File: config.mk
export PLATFORM = sky130hd
export DESIGN_NAME = controlador_exibicao
export DESIGN_NICKNAME = d
export VERILOG_FILES = /design/src/rtl/controlador_exibicao_pkg.sv /design/src/rtl/controlador_exibicao_contador_m.sv /design/src/rtl/controlador_exibicao.sv
export SDC_FILE = /design/constraint.sdc
export NUM_CORES = 1
export LEC_CHECK = 0
export CAP_MARGIN = 30
export CORE_ASPECT_RATIO = 1.5
export CORE_MARGIN = 2
export CORE_UTILIZATION = 50
export DETAILED_ROUTE_END_ITERATION = 10
export GPL_TIMING_DRIVEN = 1
export PLACE_DENSITY = 0.85
export SLEW_MARGIN = 10
export SYNTH_ARGS = -nofsm -noshare
export SYNTH_HDL_FRONTEND = slang
export SYNTH_SLANG_ARGS = --single-unit
File: constraint.sdc
create_clock -name clock -period 2 [get_ports clock]
set_clock_uncertainty 0.2 [all_clocks]
set_input_delay 0.3 -clock clock [delete_from_list [all_inputs] [get_ports clock]]
set_output_delay 0.3 -clock clock [all_outputs]
set_load 0.05 [all_outputs]
File: src/rtl/controlador_exibicao_pkg.sv
// Shared definitions for the sequence playback controller: state encodings,
// debug codes and a small sizing helper.
package controlador_exibicao_pkg;

    typedef enum logic [2:0] {
        OCIOSO  = 3'd0,
        CARREGA = 3'd1,
        ACENDE  = 3'd2,
        APAGA   = 3'd3,
        FIM     = 3'd4
    } estado_t;

    localparam logic [2:0] DB_INVALIDO = 3'd7;

    function automatic int max_ciclos(input int a, input int b);
        return (a > b) ? a : b;
    endfunction

endpackage

File: src/rtl/controlador_exibicao_contador_m.sv
// Generic modulo-M counter: synchronous clear (zera) has priority over count
// enable (conta); fim flags the terminal value M-1.
module contador_m #(
    parameter int M = 4,
    parameter int N = 2
) (
    input  logic         clock,
    input  logic         reset_n,
    input  logic         zera,
    input  logic         conta,
    output logic [N-1:0] q,
    output logic         fim
);

    localparam logic [N-1:0] ULTIMO = N'(M - 1);

    logic [N-1:0] q_r;

    // counter register with wrap at M-1
    always_ff @(posedge clock or negedge reset_n) begin
        if (!reset_n) begin
            q_r <= '0;
        end else if (zera) begin
            q_r <= '0;
        end else if (conta) begin
            if (q_r == ULTIMO) begin
                q_r <= '0;
            end else begin
                q_r <= q_r + N'(1);
            end
        end else begin
            q_r <= q_r;
        end
    end

    assign q   = q_r;
    assign fim = (q_r == ULTIMO);

endmodule

File: src/rtl/controlador_exibicao.sv
// Plays back sequence memory entries 0..limite on the LEDs (lit T_ON cycles,
// blank T_OFF cycles each), then pulses pronto.
module controlador_exibicao
    import controlador_exibicao_pkg::*;
#(
    parameter int ADDR_W = 4,
    parameter int DATA_W = 4,
    parameter int T_ON   = 1000,
    parameter int T_OFF  = 500,
    parameter int TMR_W  = 10
) (
    input  logic              clock,
    input  logic              reset_n,
    input  logic              iniciar,
    input  logic              abortar,
    input  logic [ADDR_W-1:0] limite,
    input  logic [DATA_W-1:0] dado_mem,
    output logic [ADDR_W-1:0] endereco,
    output logic [DATA_W-1:0] leds,
    output logic              leds_ativo,
    output logic              ocupado,
    output logic              pronto,
    output logic [2:0]        db_estado
);

    localparam int             T_MAX   = max_ciclos(T_ON, T_OFF);
    localparam logic [TMR_W-1:0] ON_ULT  = TMR_W'(T_ON - 1);
    localparam logic [TMR_W-1:0] OFF_ULT = TMR_W'(T_OFF - 1);

    estado_t           estado_r;
    estado_t           estado_prox_s;
    logic [ADDR_W-1:0] endereco_r;
    logic [ADDR_W-1:0] limite_r;
    logic [DATA_W-1:0] leds_r;
    logic [TMR_W-1:0]  timer_s;
    logic              timer_fim_s;
    logic              fim_on_s;
    logic              fim_off_s;
    logic              zera_s;
    logic              conta_s;

    contador_m #(
        .M (T_MAX),
        .N (TMR_W)
    ) u_timer (
        .clock   (clock),
        .reset_n (reset_n),
        .zera    (zera_s),
        .conta   (conta_s),
        .q       (timer_s),
        .fim     (timer_fim_s)
    );

    // The longer phase can reuse the counter's own terminal flag.
    assign fim_on_s  = (T_ON  == T_MAX) ? timer_fim_s : (timer_s == ON_ULT);
    assign fim_off_s = (T_OFF == T_MAX) ? timer_fim_s : (timer_s == OFF_ULT);

    // state register
    always_ff @(posedge clock or negedge reset_n) begin
        if (!reset_n) begin
            estado_r <= OCIOSO;
        end else begin
            estado_r <= estado_prox_s;
        end
    end

    // next-state logic; abortar overrides everything
    always_comb begin
        estado_prox_s = estado_r;
        if (abortar) begin
            estado_prox_s = OCIOSO;
        end else begin
            case (estado_r)
                OCIOSO:  estado_prox_s = iniciar ? CARREGA : OCIOSO;
                CARREGA: estado_prox_s = ACENDE;
                ACENDE:  estado_prox_s = fim_on_s ? APAGA : ACENDE;
                APAGA: begin
                    if (!fim_off_s) begin
                        estado_prox_s = APAGA;
                    end else if (endereco_r == limite_r) begin
                        estado_prox_s = FIM;
                    end else begin
                        estado_prox_s = CARREGA;
                    end
                end
                FIM:     estado_prox_s = OCIOSO;
                default: estado_prox_s = OCIOSO;
            endcase
        end
    end

    // address, latched limit and LED pattern registers
    always_ff @(posedge clock or negedge reset_n) begin
        if (!reset_n) begin
            endereco_r <= '0;
            limite_r   <= '0;
            leds_r     <= '0;
        end else if (abortar) begin
            endereco_r <= '0;
        end else begin
            case (estado_r)
                OCIOSO: begin
                    if (iniciar) begin
                        endereco_r <= '0;
                        limite_r   <= limite;
                    end
                end
                CARREGA: leds_r <= dado_mem;
                APAGA: begin
                    // increment only below the limit, so the address never wraps
                    if (fim_off_s && (endereco_r != limite_r)) begin
                        endereco_r <= endereco_r + ADDR_W'(1);
                    end
                end
                default: endereco_r <= endereco_r;
            endcase
        end
    end

    // Moore output decode and timer control
    always_comb begin
        leds       = '0;
        leds_ativo = 1'b0;
        ocupado    = 1'b1;
        pronto     = 1'b0;
        db_estado  = DB_INVALIDO;
        conta_s    = 1'b0;
        zera_s     = 1'b1;
        case (estado_r)
            OCIOSO: begin
                ocupado   = 1'b0;
                db_estado = 3'd0;
            end
            CARREGA: db_estado = 3'd1;
            ACENDE: begin
                leds       = leds_r;
                leds_ativo = 1'b1;
                db_estado  = 3'd2;
                conta_s    = 1'b1;
                zera_s     = fim_on_s;
            end
            APAGA: begin
                db_estado = 3'd3;
                conta_s   = 1'b1;
                zera_s    = fim_off_s;
            end
            FIM: begin
                pronto    = 1'b1;
                db_estado = 3'd4;
            end
            default: begin
                ocupado   = 1'b0;
                db_estado = DB_INVALIDO;
            end
        endcase
        if (abortar) begin
            zera_s = 1'b1;
        end else begin
            zera_s = zera_s;
        end
    end

    assign endereco = endereco_r;

endmodule

======== Yosys cells after proc, flatten, opt, wreduce, memory -nomap -nowiden ========
Cells that the tools add are included.
storage, ports and cells
  flip-flop bits (word level) ............. 25
  input bits .............................. 12
cells by class
  equal/unequal tests ..................... 10
  reductions and logical operators ........ 9
  $add $sub $neg .......................... 2
  mux-type cells .......................... 21
  bitwise logic cells ..................... 1
operators by type and width
  cell                                                                    count
  10-bit 2-to-1 mux                                                       3
  4-bit 2-to-1 mux                                                        4
  3-bit one-hot mux with 5 select lines                                   1
  3-bit one-hot mux with 4 select lines                                   1
  10-bit by 1-bit adder with 10-bit output, second input constant         1
  10-bit equality test, second input constant                             1
  10-bit by 9-bit equality test with 1-bit output, second input constant  1
  3-bit 2-to-1 mux                                                        3
  4-bit one-hot mux with 2 select lines                                   1
  1-bit 2-to-1 mux                                                        7
  3-bit by 2-bit equality test with 1-bit output, second input constant   2
  3-bit inequality test, second input constant                            2
  3-bit AND reduction                                                     2
  4-bit by 1-bit adder with 4-bit output, second input constant           1
  4-bit equality test                                                     1
  4-bit inequality test                                                   1
  4-bit OR reduction                                                      1
  3-bit by 1-bit equality test with 1-bit output, second input constant   1
  3-bit equality test, second input constant                              1
  3-bit zero test                                                         1
  3-bit nonzero test                                                      1
  1-bit one-hot mux with 2 select lines                                   1
  2-bit AND reduction                                                     1
  2-bit nonzero test                                                      1
  3 further kinds                                                         3

======== Depth between registers and ports, before layout ========
Gate-level depths: netlist (run 1).
  depth after elaboration ................. 5
  depth in mapped cells ................... 5
  mapped depth without buffers ............ 5

======== Hierarchy ========
Synthesis (run 1) repeated with hierarchy kept, for this count alone.
unflattened totals
  cells, all modules ...................... 155
  area, all modules ....................... 1531.5 µm²
modules (own cells, without submodules)
  module                cells each  instances  area an instance (µm²)
  controlador_exibicao  95          1          945.9
  contador_m            60          1          585.6

======== Worst setup path before layout (run 1) ========
Ideal clock, no wire load.
  kind .................................... flip-flop to output port
  start ................................... register estado_r[2]
  end ..................................... output leds[0]
  arrival ................................. 1.832 ns
  path buffers ............................ 0
  stages on the path, launching flop included .. 4
  required time ........................... 1.500 ns
  slack ................................... -0.332 ns
  cells stage by stage .................... dfrtp_1 nand2b_1 nor2_1 and2_1
on the way
  word-level cells in the longest chain between the ends .. 2
ends and longest elaborated chain
  item                                            line                         text
  start, declared                                 controlador_exibicao.sv:30   estado_t estado_r;
  start signal, assigned                          controlador_exibicao.sv:63   estado_r <= estado_prox_s;
  3-bit by 2-bit equality test with 1-bit output  controlador_exibicao.sv:129  case (estado_r)
  4-bit 2-to-1 mux                                controlador_exibicao.sv:129
  end, declared                                   controlador_exibicao.sv:19   output logic [DATA_W-1:0] leds,
No other way between the ends.

======== Worst setup path in the final report (run 1) ========
  start ................................... register u_timer.q_r[0], in the netlist u_timer.q[0]
  end ..................................... register endereco_r[0], in the netlist endereco[0]
on the way
  word-level cells in the longest chain between the ends .. 4
ends and longest elaborated chain
  item                                             line                                   text
  start, declared                                  controlador_exibicao_contador_m.sv:17  logic [N-1:0] q_r;
  start signal, assigned                           controlador_exibicao_contador_m.sv:29  q_r <= q_r + N'(1);
  start signal, assigned                           controlador_exibicao_contador_m.sv:32  q_r <= q_r;
  10-bit by 9-bit equality test with 1-bit output  controlador_exibicao.sv:56             assign fim_off_s = (T_OFF == T_MAX) ? timer_fim_s : (timer_s == OFF_ULT);
  1-bit logical AND                                controlador_exibicao.sv:111            if (fim_off_s && (endereco_r != limite_r)) begin
  3-bit inequality test (no source line)           n/a
  3-bit AND reduction (no source line)             n/a
  end signal, assigned                             controlador_exibicao.sv:112            endereco_r <= endereco_r + ADDR_W'(1);
  end signal, assigned                             controlador_exibicao.sv:115            default: endereco_r <= endereco_r;
  end, declared                                    controlador_exibicao.sv:32             logic [ADDR_W-1:0] endereco_r;
No other way between the ends.
A chain may end at the register's enable or synchronous reset.

==> results of run 1 <==
[synth_stat cells (2+ instances only)]
library cell,count,share of area
sky130_fd_sc_hd__dfrtp_1,25,0.43
sky130_fd_sc_hd__nor4b_2,2,0.021
sky130_fd_sc_hd__a311o_1,2,0.014
sky130_fd_sc_hd__nor4_1,2,0.0087
sky130_fd_sc_hd__and2_1,7,0.030
sky130_fd_sc_hd__xor2_1,4,0.024
sky130_fd_sc_hd__nand4_1,3,0.013
sky130_fd_sc_hd__a21oi_1,4,0.014
sky130_fd_sc_hd__o21ai_0,2,0.0069
sky130_fd_sc_hd__nand3b_1,2,0.010
sky130_fd_sc_hd__inv_1,4,0.010
sky130_fd_sc_hd__nor2_1,13,0.034
sky130_fd_sc_hd__o32ai_1,2,0.012
sky130_fd_sc_hd__nand3_1,6,0.021
sky130_fd_sc_hd__buf_6,2,0.016
sky130_fd_sc_hd__xnor2_1,8,0.049
sky130_fd_sc_hd__mux2_2,8,0.062
sky130_fd_sc_hd__ha_1,2,0.017
sky130_fd_sc_hd__nand2_1,8,0.021
sky130_fd_sc_hd__a21o_1,3,0.016
[worst paths after layout]
kind,slack [ps],endpoint,cells past startpoint,startpoint
setup reg to reg,80,endereco[0],5,u_timer.q[0]
setup / recovery,80,endereco[0],5,u_timer.q[0]
hold / removal,190,limite_r[0],2,reset_n
hold reg to reg,290,u_timer.q[0],1,u_timer.q[0]
max in group asynchronous,1160,estado_r[1],2,reset_n
min in group clock,290,u_timer.q[0],1,u_timer.q[0]
[metrics by stage]
step | power, mW | std cells | cell area, um^2 | worst slack, ps
global route | 1.27 | 206 | 1930 | 2.83
detailed placement | 0.927 | 199 | 1850 | 59.4
floorplan | 0.792 | 135 | 1450 | 44.5
finish | 1.22 | 206 | 1930 | 82.9
global placement | 0.911 | 199 | 1850 | 93.5
CTS | 1.23 | 206 | 1920 | 8.82
[cells by family (layout without fill, tap and decap cells)]
| logic type | Yosys count | in the layout | share of synthesized area |
|---|---|---|---|
| fa+ha+maj | 2 | 2 | 0.0173 |
| flops | 25 | 25 | 0.434 |
| simple gates | 58 | 58 | 0.265 |
| mux | 9 | 9 | 0.0694 |
| compound gates | 20 | 20 | 0.105 |
| buf+inv | 9 | 43 | 0.0373 |
| xor+xnor | 12 | 12 | 0.0729 |
[report_power, final]
group	leakage [nW]	internal [mW]	switching [mW]
Sequential	0.328	0.563	0.0453
Combinational	0.440	0.167	0.153
Clock	0.0255	0.139	0.154
[metal layers]
metal,vias up,part of all wire,wire length (um)
met5,-,0,0
met2,26,0.58,1840
met4,0,0.0088,28
li1,560,-,-
met1,559,0.38,1220
met3,3,0.033,105
[area by class of cell]
type                       instances  area, um^2  area share
sequential                        25         628       0.326
multi-input combinational        101         776       0.403
clock inverter                     1        5.00     0.00260
tap                               37        46.3      0.0240
clock buffer                       3        41.3      0.0214
timing repair buffer              35         415       0.216
inverter                           4        15.0     0.00779
[state kept, by name (all words and copies together) (netlist names)]
signal     cells
leds_r         4
u_timer.q     10
limite_r       4
endereco       4
estado_r       3
[repair_timing]
item                       CTS  global route
gates resized for setup      1             2
hold buffers                 0             0
setup endpoints to repair    4             8
setup buffers                3             0
[placed cells by master (no fill, tap or decap), types with 4 or more instances in the layout]
master and count:
sky130_fd_sc_hd__buf_4 14, sky130_fd_sc_hd__clkdlybuf4s50_1 11, sky130_fd_sc_hd__nor2_1 12, sky130_fd_sc_hd__xnor2_1 8, sky130_fd_sc_hd__xor2_1 4, sky130_fd_sc_hd__mux2_2 8
sky130_fd_sc_hd__nand2_1 8, sky130_fd_sc_hd__a21oi_1 4, sky130_fd_sc_hd__nand3_1 6, sky130_fd_sc_hd__inv_1 4, sky130_fd_sc_hd__and2_2 4, sky130_fd_sc_hd__buf_12 10
sky130_fd_sc_hd__dfrtp_1 23
==> qor.tcl, run 1 <==
set qor(run_status) {finished, final reports clean}
set qor(min_clock_period_post_route_ps) 1920
set qor(rsz0062_at_grt) {no}
set qor(clk_latency_ps) 270
set qor(detail_route.wl_per_cell_um) 15.5
set qor(cts.reportedPaths.clkPinSlew_ps) 80
set qor(die_area_um2) 3340
set qor(synth-main-ff-cell) {sky130_fd_sc_hd__dfrtp_1}
set qor(clock_sink_count) 25
set qor(drt_iter0_drc) 35
set qor(worstSetupStartpointType) {register}
set qor(clk_path_buf_depth) 2
set qor(p_leak_nw) 0.794
set qor(setup-violations-final) 0
set qor(yosysWarningCount) 0
set qor(worst-slew-pin-transition_ps) 352
set qor(portBuffers) 25
set qor(global_route.peak_usage_layer) {met2}
set qor(initial_core_util) 0.533
set qor(postSynthCellCount) 135
set qor(placement_row_count) 23
set qor(top_achievable_clock_speed_mhz) 522
set qor(cts_inserted_buffers) 3
set qor(layout_filler_cell_count) 192
set qor(design.final.nets) 184
set qor(via_per_inst) 5.57
set qor(antenna_cells_inserted) 0
set qor(drt.antenna.violating_nets) 0
set qor(ctsHtreeMaxLevel) 1
set qor(holdCritPathClass) {in -> async}
set qor(root_buffer) {sky130_fd_sc_hd__clkbuf_8}
set qor(globalplace.congestion) 0.808
set qor(maxSlewHeadroom) 0.763
set qor(global_route.usage.met3) 0.0391
set qor(cp_cell_sequence) {ha_1 -> and2b_1 -> nand4_2 -> a221oi_1 -> o32ai_1}
set qor(synth.cell_area_um2) 1440
set qor(maximum_single_stage_delay_on_the_critical_path_ps) 390
set qor(groute.usage.overall) 0.213
set qor(layout-drive-gt1-share) 0.337
set qor(globalRouteMet1Util) 0.222
set qor(synthArstFlopShare) 1.00
set qor(synth.yosys.seq_area_share) 0.434
set qor(die_height_um) 69.8
set qor(timing.final.max_slew_violations) 0
set qor(die-width_um) 47.9
set qor(setup.worst_path.class) {reg -> reg}
set qor(io_pins) 26
set qor(wire_length_of_the_first_global_routing_pass_um) 5160
set qor(final_total_negative_setup_slack_ps) 0
set qor(worstSetupEndpointType) {register}
set qor(worstPathBufferInverterCount) 0
set qor(maxCapViolCount) 0
set qor(timing.final.crit_share) 0.959
set qor(largest_net_degree_at_the_start_of_global_routing) 26
set qor(hold_slack_ps) 186
set qor(finalWirelength_um) 3190
set qor(cpMaxStageDelayCell) {sky130_fd_sc_hd__dfrtp_1}
set qor(cp_max_fanout) 5
set qor(ys_ff_latch) 25
set qor(critical_path.top_delay_family) {compound AO/OA/AOI/OAI gates}
set qor(ir_drop_v) 0.000643
set qor(worstPathArrival_ps) 1850
set qor(synth_enable_flop_cells) 0
set qor(drc) 0
set qor(core_area_um2) 2710
set qor(num_vias) 1148
set qor(antenna_found_initial) 0
set qor(post-dp-hpwl_um) 2410
set qor(final_core_utilization) 0.712
set qor(firstDrtPassIters) 4
set qor(timing_hold_violations_final) 0
set qor(grt_util_met2) 0.388
set qor(synth_cell_type_count) 46
set qor(worst_ep_required_time_ps) 1930
set qor(pwr_density_cell_nw_per_um2) 634
set qor(grt_pass1_vias) 1184
set qor(overflow_left_after_global_routing) 0
set qor(cts_tree) {yes}
set qor(synth_fp_nets) 149
set qor(areaGrowthSynthToFinish_pct) 33.6
set qor(synth_area_per_cell_um2) 10.7
No activity file was read; power rests on OpenSTA's default activity.
==> run 2: changes to the inputs <==
--- a/config.mk
+++ b/config.mk
@@ -8,10 +8,10 @@
 export CAP_MARGIN = 30
 export CORE_ASPECT_RATIO = 1.5
 export CORE_MARGIN = 2
-export CORE_UTILIZATION = 50
+export CORE_UTILIZATION = 52
 export DETAILED_ROUTE_END_ITERATION = 10
 export GPL_TIMING_DRIVEN = 1
-export PLACE_DENSITY = 0.85
+export PLACE_DENSITY = 0.87
 export SLEW_MARGIN = 10
 export SYNTH_ARGS = -nofsm -noshare
 export SYNTH_HDL_FRONTEND = slang
==> run 2 against run 1 <==
Compared with the run above: clock power barely moved; power decreased by 0.15%; worst hold slack better by 20 ps; die area is 3.6% lower; critical path depth decreased by 1; global-route usage increased by 1.3 points; sequential power is essentially flat; sequential share of layout area is 0.17 points higher; highest routed layer unchanged.
==> qor.tcl, run 2 (synthesis gave the netlist of run 1 again) <==
set qor(timing.final.max_slew_violations) 0 ;# unchanged
set qor(timing_hold_violations_final) 0 ;# unchanged
set qor(cp_max_fanout) 5 ;# unchanged
set qor(final_total_negative_setup_slack_ps) 0 ;# unchanged
set qor(worst-slew-pin-transition_ps) 404 ;# +52.3 ps
set qor(largest_net_degree_at_the_start_of_global_routing) 26 ;# unchanged
set qor(placement_row_count) 23 ;# unchanged
set qor(p_leak_nw) 0.782 ;# -1.5%
set qor(setup.worst_path.class) {reg -> out}
set qor(drt_iter0_drc) 33 ;# -5.7%
set qor(wire_length_of_the_first_global_routing_pass_um) 5280 ;# +2.3%
set qor(cp_cell_sequence) {nand2b_1 -> nor2_4 -> and2_2 -> buf_12}
set qor(worstPathArrival_ps) 1400 ;# -450 ps
set qor(final_design_area_no_fill_um2) 1920 ;# -0.32%
set qor(worst_setup_slack_post_dpl_ps) 5.03 ;# -54.4 ps
set qor(run_status) {finished, final reports clean}
set qor(num_vias) 1170 ;# +1.9%
set qor(io_pins) 26 ;# unchanged
set qor(timing.final.crit_share) 0.951 ;# -0.00724
set qor(die-width_um) 47.0 ;# -1.8%
set qor(worstSetupEndpointType) {output pin}
set qor(clk_latency_ps) 260 ;# about the same
set qor(die_area_um2) 3220 ;# -3.6%
set qor(globalplace.congestion) 0.875 ;# +8.3%
set qor(die_height_um) 68.5 ;# -1.8%
set qor(min_clock_period_post_route_ps) 1900 ;# -14.5 ps
set qor(antenna_found_initial) 0 ;# unchanged
set qor(initial_core_util) 0.545 ;# +0.0116
set qor(worst_ep_required_time_ps) 1500 ;# -430 ps
set qor(setup-violations-final) 0 ;# unchanged
set qor(clk_path_buf_depth) 2 ;# unchanged
set qor(areaGrowthSynthToFinish_pct) 33.1
set qor(design.final.nets) 183 ;# -0.54%
set qor(final_core_utilization) 0.725 ;# +0.0131
set qor(total_power_mw) 1.22 ;# -0.15%
set qor(largest_register_ff_count) 10 ;# unchanged
set qor(post-dp-hpwl_um) 2460 ;# +1.7%
set qor(drt.antenna.violating_nets) 0 ;# unchanged
set qor(ir_drop_v) 0.000489 ;# -24%
set qor(overflow_left_after_global_routing) 0 ;# unchanged
set qor(rsz0062_at_grt) {no}
set qor(cts_inserted_buffers) 3 ;# unchanged
set qor(antenna_cells_inserted) 0 ;# unchanged
set qor(root_buffer) {sky130_fd_sc_hd__clkbuf_8}
set qor(finalWorstSetupSlack_ps) 97.4 ;# +14.5 ps
set qor(cts_tree) {yes}
set qor(cpMaxStageDelayCell) {sky130_fd_sc_hd__dfrtp_2}
set qor(maxCapViolCount) 0 ;# unchanged
set qor(ctsHtreeMaxLevel) 1 ;# unchanged
set qor(portBuffers) 25 ;# unchanged
set qor(finalWirelength_um) 3190 ;# -0.13%
set qor(detail_route.wl_per_cell_um) 15.5 ;# +0.36%
set qor(maximum_single_stage_delay_on_the_critical_path_ps) 440 ;# +50 ps
set qor(clock_sink_count) 25 ;# unchanged
set qor(pwr_density_cell_nw_per_um2) 635 ;# +0.17%
set qor(holdCritPathClass) {in -> async}
set qor(top_achievable_clock_speed_mhz) 526 ;# +0.76%
set qor(firstDrtPassIters) 4 ;# unchanged
set qor(core_area_um2) 2650 ;# -2.1%
set qor(maxSlewHeadroom) 0.728 ;# -0.0352
set qor(groute.usage.overall) 0.226 ;# +0.0131
set qor(layout-drive-gt1-share) 0.339 ;# +0.00201
set qor(cts.reportedPaths.clkPinSlew_ps) 80 ;# about the same
set qor(via_per_inst) 5.71 ;# +2.4%
set qor(most_common_cell_after_layout_fill_and_taps_aside) {sky130_fd_sc_hd__dfrtp_1}
set qor(grt_pass1_vias) 1220 ;# +3.0%
set qor(ctsHoldBuffers) 0 ;# unchanged
set qor(worstSetupStartpointType) {register}
set qor(layout.cells.most_common_list) {22 x sky130_fd_sc_hd__dfrtp_1, 13 x sky130_fd_sc_hd__buf_4, 12 x sky130_fd_sc_hd__nor2_1}
set qor(drc) 0 ;# unchanged
set qor(dpl_cell_area_um2) 1830 ;# -1.2%
[run 2: path summary, 6_finish.rpt]
check / startpoint / end / slack, ps / cells past startpoint
hold reg to reg: u_timer.q[0] / u_timer.q[0] / 290 / 1
hold / removal: reset_n / limite_r[1] / 210 / 2
max in group asynchronous: reset_n / estado_r[1] / 1130 / 2
min in group clock: u_timer.q[0] / u_timer.q[0] / 290 / 1
setup / recovery: estado_r[2] / leds[3] / 100 / 4
setup reg to reg: u_timer.q[0] / endereco[0] / 130 / 5
[run 2: worst max-delay path: cells and delay by family, from the launching register on]
kind / cells / cell delay (ps)
flops: 1 / 440
simple gates: 3 / 570
buf+inv: 1 / 130
[run 2: per-layer routing]
layer | share of wire | vias up | track usage
met3 | 0.034 | 11 | 0.0286
met4 | 0.024 | 0 | 0.0833
met2 | 0.57 | 35 | 0.440
met5 | 0 | - | 0
li1 | - | 550 | -
met1 | 0.37 | 574 | 0.231
[run 2: what timing repair did]
action | CTS | global route
gates resized for setup | 2 | 3
endpoints found under the setup margin | 4 | 7
buffers inserted | 0 | 5
pin swaps | 0 | 1
[run 2: per-stage QoR]
step / hold WS [ps] / std cells
6_report: 206 / 205
5_1_grt: 232 / 205
4_1_cts: 221 / 200
3_5_place_dp: 281 / 196
3_3_place_gp: 269 / 196
2_1_floorplan: -196 / 135
[run 2: area by class of cell]
cell class	instances	area [um^2]
Multi-Input combinational cell	101	777
Fill cell	192	727
Sequential cell	25	629
Timing Repair Buffer	34	408
Tap cell	37	46.3
Clock buffer	4	45.0
Inverter	4	15.0
[run 2: where the power goes]
group          switching, mW  internal, mW
combinational          0.151         0.169
clock                  0.149         0.142
sequential            0.0458         0.563
==> run 3: changes to the inputs <==
--- a/config.mk
+++ b/config.mk
@@ -6,7 +6,7 @@
 export NUM_CORES = 1
 export LEC_CHECK = 0
 export CAP_MARGIN = 30
-export CORE_ASPECT_RATIO = 1.5
+export CORE_ASPECT_RATIO = 0.5
 export CORE_MARGIN = 2
 export CORE_UTILIZATION = 52
 export DETAILED_ROUTE_END_ITERATION = 10
==> run 3 against run 2 <==
Compared with the run above: via count shrank 3.1%; global-route usage shrank 1.4 points; sequential power is essentially flat; sequential share of layout area grew 0.21 points; fmax shrank 1.7%; worst hold slack lost 17 ps; register-to-register slack is essentially flat; critical path type unchanged.
==> qor.tcl, run 3 (synthesis gave the netlist of run 1 again) <==
set qor(run_status) {finished, final reports clean}
set qor(largest_net_degree_at_the_start_of_global_routing) 26 ;# unchanged
set qor(worst-slew-pin-transition_ps) 347 ;# -56.9 ps
set qor(worstSetupEndpointType) {output pin}
set qor(worst_ep_required_time_ps) 1500 ;# about the same
set qor(post-dp-hpwl_um) 2390 ;# -2.6%
set qor(post_layout_nonfiller_instances) 203 ;# -0.98%
set qor(ff_latch_area_um2) 629 ;# unchanged
set qor(reg2reg_depth) 5 ;# unchanged
set qor(dpl_cell_area_um2) 1840 ;# +0.82%
set qor(die_area_um2) 3240 ;# +0.53%
set qor(worstPathArrival_ps) 1440 ;# +40 ps
set qor(core_area_um2) 2620 ;# -1.1%
set qor(design.final.nets) 181 ;# -1.1%
set qor(hold_slack_ps) 188 ;# -17.1 ps
set qor(most_common_cell_after_layout_fill_and_taps_aside) {sky130_fd_sc_hd__dfrtp_1}
set qor(antenna_cells_inserted) 0 ;# unchanged
set qor(p_leak_nw) 0.772 ;# -1.3%
set qor(worst_setup_slack_post_dpl_ps) 25.8 ;# +20.8 ps
set qor(setup.worst_path.class) {reg -> out}
set qor(total_power_mw) 1.23 ;# +0.64%
set qor(layout-drive-gt1-share) 0.337 ;# -0.00194
set qor(critical_path.reg2reg.startpoint) {u_timer.q[0]}
set qor(detail_route.wl_per_cell_um) 15.8 ;# +1.9%
set qor(wire_length_of_the_first_global_routing_pass_um) 4960 ;# -6.0%
set qor(antenna_found_initial) 0 ;# unchanged
set qor(worstSetupStartpointType) {register}
set qor(dpl.cell_count) 198 ;# +1.0%
set qor(cts_inserted_buffers) 3 ;# unchanged
set qor(rsz0062_at_grt) {no}
set qor(final_core_utilization) 0.729 ;# +0.00319
set qor(worst-r2r-setup-slack_ps) 140 ;# about the same
set qor(root_buffer) {sky130_fd_sc_hd__clkbuf_8}
set qor(final_total_negative_setup_slack_ps) 0 ;# unchanged
set qor(cts_tree) {yes}
set qor(via_per_inst) 5.59 ;# -2.1%
set qor(ir_drop_v) 0.000346 ;# -29%
set qor(die-width_um) 78.5 ;# +67%
set qor(maxCapViolCount) 0 ;# unchanged
set qor(num_vias) 1134 ;# -3.1%
set qor(r2r_end) {endereco[2]}
set qor(layout.cells.most_common_list) {22 x sky130_fd_sc_hd__dfrtp_1, 12 x sky130_fd_sc_hd__nor2_1, 11 x sky130_fd_sc_hd__clkdlybuf4s50_1, 11 x sky130_fd_sc_hd__buf_4, 10 x sky130_fd_sc_hd__buf_12}
set qor(die_height_um) 41.2 ;# -40%
set qor(timing.final.crit_share) 0.968 ;# +0.0165
set qor(clk_path_buf_depth) 2 ;# unchanged
set qor(globalplace.congestion) 0.816 ;# -6.8%
set qor(holdCritPathClass) {in -> async}
set qor(final_design_area_no_fill_um2) 1910 ;# -0.65%
set qor(ctsHtreeMaxLevel) 1 ;# unchanged
set qor(finalWirelength_um) 3220 ;# +0.94%
set qor(groute.usage.overall) 0.211 ;# -0.0143
set qor(largest_register_ff_count) 10 ;# unchanged
set qor(drt_iter0_drc) 60 ;# +82%
set qor(cp_max_fanout) 6 ;# +1
set qor(finalWorstSetupSlack_ps) 64.4 ;# -32.9 ps
set qor(grt_pass1_vias) 1037 ;# -15%
set qor(io_pins) 26 ;# unchanged
set qor(initial_core_util) 0.551 ;# +0.00599
set qor(drt.antenna.violating_nets) 0 ;# unchanged
set qor(timing.final.max_slew_violations) 0 ;# unchanged
set qor(drc) 0 ;# unchanged
set qor(min_clock_period_post_route_ps) 1940 ;# +32.9 ps
set qor(portBuffers) 25 ;# unchanged
set qor(overflow_left_after_global_routing) 0 ;# unchanged
set qor(multi_input_area_um2) 779 ;# +0.32%
set qor(clock_sink_count) 25 ;# unchanged
set qor(placement_row_count) 13 ;# -43%
set qor(clk_latency_ps) 270 ;# about the same
set qor(firstDrtPassIters) 4 ;# unchanged
set qor(top_achievable_clock_speed_mhz) 517 ;# -1.7%
set qor(layout_filler_cell_count) 170 ;# -11%
set qor(areaGrowthSynthToFinish_pct) 32.3
set qor(timing_hold_violations_final) 0 ;# unchanged
set qor(maxSlewHeadroom) 0.767 ;# +0.0383
set qor(pwr_density_cell_nw_per_um2) 643 ;# +1.3%
set qor(setup-violations-final) 0 ;# unchanged
set qor(cts.reportedPaths.clkPinSlew_ps) 90 ;# about the same
[run 3: cell types whose count changed in the layout (fill, tap and decap cells not counted), sizes merged]
cell,before,now
buf,23,21
[run 3: per-layer routing]
| layer | part of all wire | global-route usage | up-vias | wire length (um) |
|---|---|---|---|---|
| met5 | 0 | 0 | - | 0 |
| met4 | 0.0096 | 0.0658 | 0 | 31 |
| met3 | 0.015 | 0.0396 | 4 | 49 |
| met2 | 0.50 | 0.409 | 14 | 1610 |
| met1 | 0.47 | 0.254 | 566 | 1520 |
| li1 | - | - | 550 | - |
[run 3: final cells by class]
class,instances,share of cell area
inverter,4,0.00787
clock buffer,4,0.0236
sequential,25,0.330
tap,37,0.0243
multi-input combinational,101,0.409
timing repair buffer,32,0.206
[run 3: how the worst max path moves through the flow]
stage / start / end / slack [ps]
3_3_place_gp: abortar / endereco[2] / 90
5_1_grt: estado_r[2] / leds[2] / 20
4_1_cts: estado_r[0] / ocupado / 10
3_5_place_dp: abortar / endereco[2] / 30
2_1_floorplan: estado_r[2] / leds[0] / 40
6_report: estado_r[2] / leds[2] / 60
[run 3: repair_timing]
item | in CTS | in global routing
setup buffers | 0 | 1
endpoints found under the setup margin | 4 | 8
pin swaps | 0 | 1
resized for setup | 2 | 4
hold buffers | 0 | 0
[run 3: power by group]
part	internal (mW)	switching (mW)
registers	0.563	0.0465
logic	0.166	0.151
clock network	0.143	0.158
[run 3: worst max-delay path, cell delays in order (launching register included)]
cell and delay (ps):
sky130_fd_sc_hd__dfrtp_2 440, sky130_fd_sc_hd__nand2b_2 230, sky130_fd_sc_hd__nor2_4 160, sky130_fd_sc_hd__and2_2 190, sky130_fd_sc_hd__buf_12 140
